File: src/rtl/gray_frame_tx.sv
// gray_frame_tx
//   Gray-level test-pattern source. Emits a 36-bit frame-size control word
//   on out1, then one frame of 8-bit pixels on out0 (Avalon-ST, sop/eop,
//   ready backpressure). It then idles for a programmable gap and repeats
//   while enabled. Configuration and status live on an Avalon-MM slave.
//
// Ports
//   clk, rst_n                 clock, asynchronous active-low reset
//   avs_s0_*                   register slave (addr 0 CTRL, 1 SIZE, 2 PAT, 3 STATUS)
//   aso_out0_*                 pixel stream (data/valid/ready/sop/eop)
//   aso_out1_data/valid        {width, height, 4'b0} control word strobe
//   frame_done                 one-cycle pulse after the eop beat is accepted
module gray_frame_tx #(
   parameter int unsigned W   = 960,
   parameter int unsigned H   = 540,
   parameter int unsigned GAP = 16
) (
   input  logic        clk,
   input  logic        rst_n,
   input  logic [1:0]  avs_s0_address,
   input  logic        avs_s0_write,
   input  logic [31:0] avs_s0_writedata,
   input  logic        avs_s0_read,
   output logic [31:0] avs_s0_readdata,
   output logic [7:0]  aso_out0_data,
   output logic        aso_out0_valid,
   input  logic        aso_out0_ready,
   output logic        aso_out0_startofpacket,
   output logic        aso_out0_endofpacket,
   output logic [35:0] aso_out1_data,
   output logic        aso_out1_valid,
   output logic        frame_done
);

   typedef enum logic [1:0] {S_IDLE, S_CTRL, S_PIX, S_GAP} state_t;

   state_t      state, state_nxt;

   // programmable registers
   logic        enable, oneshot, err;
   logic [1:0]  mode;
   logic [15:0] width, height, gap;
   logic [7:0]  value;
   logic [15:0] frame_count;

   // per-frame shadow copies, frozen while a frame is in flight
   logic [1:0]  s_mode;
   logic [15:0] s_width, s_height, s_gap;
   logic [7:0]  s_value;

   logic [15:0] x, y, gap_cnt;
   logic [7:0]  pix;
   logic        accept, last_x, last_y, eop_accept, size_bad, enter_ctrl;
   logic        wr_ctrl, wr_size, wr_pat;

   assign wr_ctrl    = avs_s0_write && (avs_s0_address == 2'd0);
   assign wr_size    = avs_s0_write && (avs_s0_address == 2'd1);
   assign wr_pat     = avs_s0_write && (avs_s0_address == 2'd2);
   assign size_bad   = (width == '0) || (height == '0);
   assign last_x     = (x == s_width - 16'd1);
   assign last_y     = (y == s_height - 16'd1);
   assign accept     = (state == S_PIX) && aso_out0_ready;
   assign eop_accept = accept && last_x && last_y;
   assign enter_ctrl = (state_nxt == S_CTRL) && (state != S_CTRL);

   // state register
   always_ff @(posedge clk or negedge rst_n) begin
      if (!rst_n) state <= S_IDLE;
      else        state <= state_nxt;
   end

   // next-state logic
   always_comb begin
      state_nxt = state;
      case (state)
         S_IDLE: if (enable && !size_bad) state_nxt = S_CTRL;
         S_CTRL: state_nxt = S_PIX;
         S_PIX: begin
            if (eop_accept) begin
               // a zero gap skips S_GAP; the oneshot auto-clear is not yet
               // visible in enable, so account for it here
               if (s_gap == '0) state_nxt = (enable && !oneshot) ? S_CTRL : S_IDLE;
               else             state_nxt = S_GAP;
            end
         end
         S_GAP: if (gap_cnt == 16'd1) state_nxt = enable ? S_CTRL : S_IDLE;
         default: state_nxt = S_IDLE;
      endcase
   end

   // pixel pattern from the current coordinates; x/y only move on acceptance
   always_comb begin
      pix = '0;
      case (s_mode)
         2'd0: pix = x[7:0] + frame_count[7:0];
         2'd1: pix = y[7:0];
         2'd2: pix = (x[3] ^ y[3]) ? 8'hFF : 8'h00;
         2'd3: pix = s_value;
         default: pix = '0;
      endcase
   end

   // outputs
   always_comb begin
      aso_out0_valid         = 1'b0;
      aso_out0_data          = '0;
      aso_out0_startofpacket = 1'b0;
      aso_out0_endofpacket   = 1'b0;
      aso_out1_valid         = 1'b0;
      aso_out1_data          = '0;
      case (state)
         S_CTRL: begin
            aso_out1_valid = 1'b1;
            aso_out1_data  = {s_width, s_height, 4'b0};
         end
         S_PIX: begin
            aso_out0_valid         = 1'b1;
            aso_out0_data          = pix;
            aso_out0_startofpacket = (x == '0) && (y == '0);
            aso_out0_endofpacket   = last_x && last_y;
         end
         default: ;
      endcase
   end

   // register file, status and readback
   always_ff @(posedge clk or negedge rst_n) begin
      if (!rst_n) begin
         enable          <= 1'b0;
         oneshot         <= 1'b0;
         mode            <= '0;
         width           <= 16'(W);
         height          <= 16'(H);
         value           <= '0;
         gap             <= 16'(GAP);
         err             <= 1'b0;
         frame_count     <= '0;
         frame_done      <= 1'b0;
         avs_s0_readdata <= '0;
      end else begin
         frame_done <= eop_accept;
         if (eop_accept) begin
            frame_count <= frame_count + 16'd1;
            if (oneshot) enable <= 1'b0;
         end
         // a CTRL write in the same cycle overrides the oneshot auto-clear
         if (wr_ctrl) begin
            enable  <= avs_s0_writedata[0];
            oneshot <= avs_s0_writedata[1];
            mode    <= avs_s0_writedata[3:2];
         end
         if (state == S_IDLE && enable && size_bad) err <= 1'b1;
         if (wr_size) begin
            width  <= avs_s0_writedata[15:0];
            height <= avs_s0_writedata[31:16];
            if (avs_s0_writedata[15:0] != '0 && avs_s0_writedata[31:16] != '0) err <= 1'b0;
         end
         if (wr_pat) begin
            value <= avs_s0_writedata[7:0];
            gap   <= avs_s0_writedata[31:16];
         end
         if (avs_s0_read) begin
            case (avs_s0_address)
               2'd0: avs_s0_readdata <= {28'b0, mode, oneshot, enable};
               2'd1: avs_s0_readdata <= {height, width};
               2'd2: avs_s0_readdata <= {gap, 8'b0, value};
               default: avs_s0_readdata <= {frame_count, 13'b0, err, (state != S_IDLE), enable};
            endcase
         end
      end
   end

   // frame datapath: shadows, coordinates, gap counter
   always_ff @(posedge clk or negedge rst_n) begin
      if (!rst_n) begin
         s_mode   <= '0;
         s_width  <= '0;
         s_height <= '0;
         s_gap    <= '0;
         s_value  <= '0;
         x        <= '0;
         y        <= '0;
         gap_cnt  <= '0;
      end else begin
         if (enter_ctrl) begin
            s_mode   <= mode;
            s_width  <= width;
            s_height <= height;
            s_gap    <= gap;
            s_value  <= value;
         end
         if (state == S_CTRL) begin
            x <= '0;
            y <= '0;
         end else if (accept) begin
            if (last_x) begin
               x <= '0;
               y <= y + 16'd1;
            end else begin
               x <= x + 16'd1;
            end
         end
         if (eop_accept)          gap_cnt <= s_gap;
         else if (state == S_GAP) gap_cnt <= gap_cnt - 16'd1;
      end
   end

endmodule

File: config.mk
export PLATFORM = sky130hd
export DESIGN_NAME = gray_frame_tx
export DESIGN_NICKNAME = d
export VERILOG_FILES = /design/src/rtl/gray_frame_tx.sv
export SDC_FILE = /design/constraint.sdc
export NUM_CORES = 1
export LEC_CHECK = 0
export BUFFER_PORTS_ARGS = -buffer_cell sky130_fd_sc_hd__buf_2
export CAP_MARGIN = 10
export CELL_PAD_IN_SITES_DETAIL_PLACEMENT = 1
export CELL_PAD_IN_SITES_GLOBAL_PLACEMENT = 1
export CORE_UTILIZATION = 30
export CTS_CLUSTER_SIZE = 28
export DETAILED_ROUTE_END_ITERATION = 16
export PLACE_DENSITY = 0.53
export SYNTH_ARGS = -nofsm -noshare
export SYNTH_HDL_FRONTEND = slang
export SYNTH_SLANG_ARGS = --single-unit
export TNS_END_PERCENT = 10
File: constraint.sdc
create_clock -name clk -period 5.66 [get_ports clk]
set_clock_uncertainty 0.1 [all_clocks]
set_input_delay 0.566 -clock clk [delete_from_list [all_inputs] [get_ports clk]]
set_output_delay 0.566 -clock clk [all_outputs]
set_load 0.03 [all_outputs]
==> impl_results.md <==
- Setup crit end kind: flop
- Yosys top cell by area: dfrtp_1
- Buffers added on ports: 115
- Area of the multi-input gates: 5944 sq um
- DRT antenna net count: 0
- Unrepaired setup endpoints after global routing: no
- Slew at the pin closest to its max-slew limit: 1.001 ns
- CTS tree: yes
- Hold EP: width[11]$_DFFE_PN0P_
- Die Ht: 200.5 microns
- Type of the tightest min-delay check: in -> reg
- Hold path depth: 2
- Layout fillers: 4401
- DR vias/cell: 5.195
- Die W: 200.5 microns
- Post-synth ARST share: 1.000
- Static Leak: 6.139 nW
- Synth Flop Type: dfrtp_1
- Initial core utilization: 0.3052
- I/O Pins: 120
- Drt pass-1 iters: 4
- Synth top area share: 0.4424
- Placement-stage cell area: 12880 sq um
- Clock root cell: clkbuf_16
- Largest net degree at the start of global routing: 82
- Max-slew headroom: 0.3329
- CTS Buffer Depth: 3
- Setup tns final: 0 ns
- Critical path class: reg -> reg
- Die Area: 40210 sq um
- Setup bufs post-CTS: 0
- Clock Latency Late Sink: 0.56 ns
- Post-Syn Instances: 1125
- Synth-to-layout area growth: 16.56%
- Synth area leaders: dfrtp_1 (44%), mux2_2 (12%), xnor2_1 (4.0%)
- First DRT Iteration DRCs: 492
- CTS sink count: 218
- Num rows: 72
- Via Count: 9106
- First-pass GRT wire length: 59660 microns
- Storage cell area: 5466 sq um
- Worst flop-to-flop path startpoint: s_height[0]$_DFFE_PN0P_
- Synth Cell Area: 11820 sq um
- Hold Crit Start: avs_s0_writedata[11]
- VDD IR-drop max: 166.4 uV
- Drc violations: 0
- Register area share after synthesis: 0.4624
- H-tree levels: 1
- Total GRT Usage: 0.1892
- CTS Hold Bufs: 1
- FF-to-FF setup slack: 0.90 ns
- Initial antenna violation count: 0
- Reported max-cap violation count: 0
- Synth warn: 0
- Min Clock Period, post-route: 4.759 ns
- Slew Limit Fails: 0
- Power per cell area: 413.7 nW/um^2
- Reg clk slew, reported paths: 0.06 ns
- # diodes: 0
- Total grt overflow: 0
- Area of the core: 38740 sq um
- Endpoints failing setup: 0
- Post-CTS Resized: 0
- Crit Path Max Fanout: 32
- Final nets: 1271
- RePlAce Congestion: 0.8533
- Routed WL: 37800 microns
- Post-DR wirelength/cell: 21.56 microns
- Worst reg-to-reg path cell count: 11
- Share of cells above drive strength 1: 0.2794
- Period utilisation layout: 0.8408
- Post-synth cell types: 68
- CP startpoint kind: flop
- Fmax: 210.1 MHz
- Final Util: 0.3557
- Post-Syn Area per Cell: 10.51 sq um
- Final hold violation count: 0
- Critical path arrival: 5.09 ns
- Status: completed
- Hpwl dp: 27530 microns
- CP required: 5.99 ns
- EDFF count, synth: 0
- Number of global-route vias before repair: 9554
- R2r endpoint: s_height[4]$_DFFE_PN0P_
- Final Cell Area: 13780 sq um
- Yosys reg bits: 218
- Cts bufs inserted: 27
==> layer usage <==
metal | track usage | wire (microns)
met4 | 0.03953 | 695
met2 | 0.2904 | 16730
met5 | 0 | 0
met3 | 0.02630 | 1233
met1 | 0.2814 | 19140
==> stage by stage <==
step	setup slack, ns	hold WS (ns)	total power [mW]	std cells
floorplan	1.577	0.1704	3.444	1128
global placement	1.013	0.3582	3.953	1703
detailed placement	0.9253	0.3590	3.991	1703
CTS	0.8688	0.1300	5.771	1753
global route	0.5668	0.1452	6.054	1753
finish	0.9012	0.1593	5.701	1753
==> cell usage after synthesis, drive strengths merged, types with 3 or more instances <==
| master | count |
|---|---|
| mux2i | 6 |
| a211oi | 3 |
| buf | 23 |
| a21oi | 56 |
| clkbuf | 48 |
| and3 | 17 |
| nand2 | 44 |
| inv | 36 |
| nand3b | 6 |
| ha | 16 |
| or4 | 13 |
| nor2 | 68 |
| nor3b | 4 |
| or3b | 3 |
| nand3 | 42 |
| dfstp | 9 |
| nor3 | 21 |
| o211ai | 10 |
| nor2b | 5 |
| a31oi | 3 |
| or2 | 8 |
| dfrtp | 209 |
| o21ai | 49 |
| xnor2 | 54 |
| nor4 | 44 |
| nand4 | 23 |
| or3 | 21 |
| mux2 | 150 |
| and2 | 32 |
| a22oi | 21 |
| o31ai | 7 |
| o21bai | 6 |
| o22ai | 6 |
| and4 | 3 |
| xor2 | 21 |
| nand2b | 5 |
==> worst max-delay path: stages (launching register included) <==
cell and delay [ns]:
dfrtp_1 0.46, inv_1 0.12, ha_1 0.40, nor4b_1 0.66, nand3_1 0.21, xor2_1 0.19
a221o_1 0.34, or3_1 0.39, nor4_1 0.56, o22ai_4 0.38, buf_4 0.42, mux2_1 0.39
==> how the worst max path moves through the flow <==
stage	end	depth (start not counted)	slack [ns]	from
floorplan	aso_out0_endofpacket	9	1.58	s_width[0]$_DFFE_PN0P_
global placement	s_height[4]$_DFFE_PN0P_	11	1.01	s_width[0]$_DFFE_PN0P_
detailed placement	s_height[5]$_DFFE_PN0P_	11	0.93	s_width[0]$_DFFE_PN0P_
CTS	s_height[4]$_DFFE_PN0P_	11	0.87	s_width[0]$_DFFE_PN0P_
global route	s_height[4]$_DFFE_PN0P_	11	0.57	s_height[0]$_DFFE_PN0P_
finish	s_height[4]$_DFFE_PN0P_	11	0.90	s_height[0]$_DFFE_PN0P_
==> logic make-up (layout without fill, tap and decap cells) <==
| kind of cell | after synthesis | count (layout) | share of synthesized area |
|---|---|---|---|
| DFF | 218 | 218 | 0.4624 |
| and+or+nand+nor | 367 | 367 | 0.1708 |
| other | 1 | 4 | 0.0003172 |
| adders and majority gates | 17 | 17 | 0.01863 |
| buffers and inverters | 107 | 214 | 0.03746 |
| muxes | 158 | 158 | 0.1581 |
| AOI/OAI and AO/OA | 181 | 181 | 0.09483 |
| xor gates and xnor gates | 76 | 76 | 0.05747 |
==> sequential cells by signal (all words and copies together) (netlist names) <==
name,flops
avs_s0_readdata,32
frame_count,16
gap,16
gap_cnt,16
height,16
s_gap,16
s_height,16
s_width,16
width,16
x,16
y,16
s_value,8
value,8
mode,2
s_mode,2
state,2
enable,1
err,1
frame_done,1
oneshot,1
==> power breakdown <==
part	internal, mW	switching (mW)	leakage [nW]
registers	1.88	0.451	2.78
logic	0.771	0.867	2.91
clock network	1.03	0.704	0.446
==> layout make-up <==
class	instances	share of cell area
Timing Repair Buffer	129	0.05030
Clock inverter	10	0.006719
Clock buffer	39	0.05811
Inverter	36	0.009806
Multi-Input combinational cell	803	0.4314
Sequential cell	218	0.3967
Tap cell	518	0.04703
==> placed cells by master (no fill, tap or decap), drive strengths merged, types with 32 or more instances in the layout <==
cell type | netlist | routed
clkbuf | 48 | 39
nand3 | 42 | 42
buf | 23 | 128
nand2 | 44 | 44
xnor2 | 54 | 54
inv | 36 | 37
o21ai | 49 | 49
a21oi | 56 | 56
mux2 | 150 | 150
nor4 | 44 | 44
dfrtp | 209 | 209
and2 | 32 | 32
nor2 | 68 | 68
(Power assumes the default switching activity.)
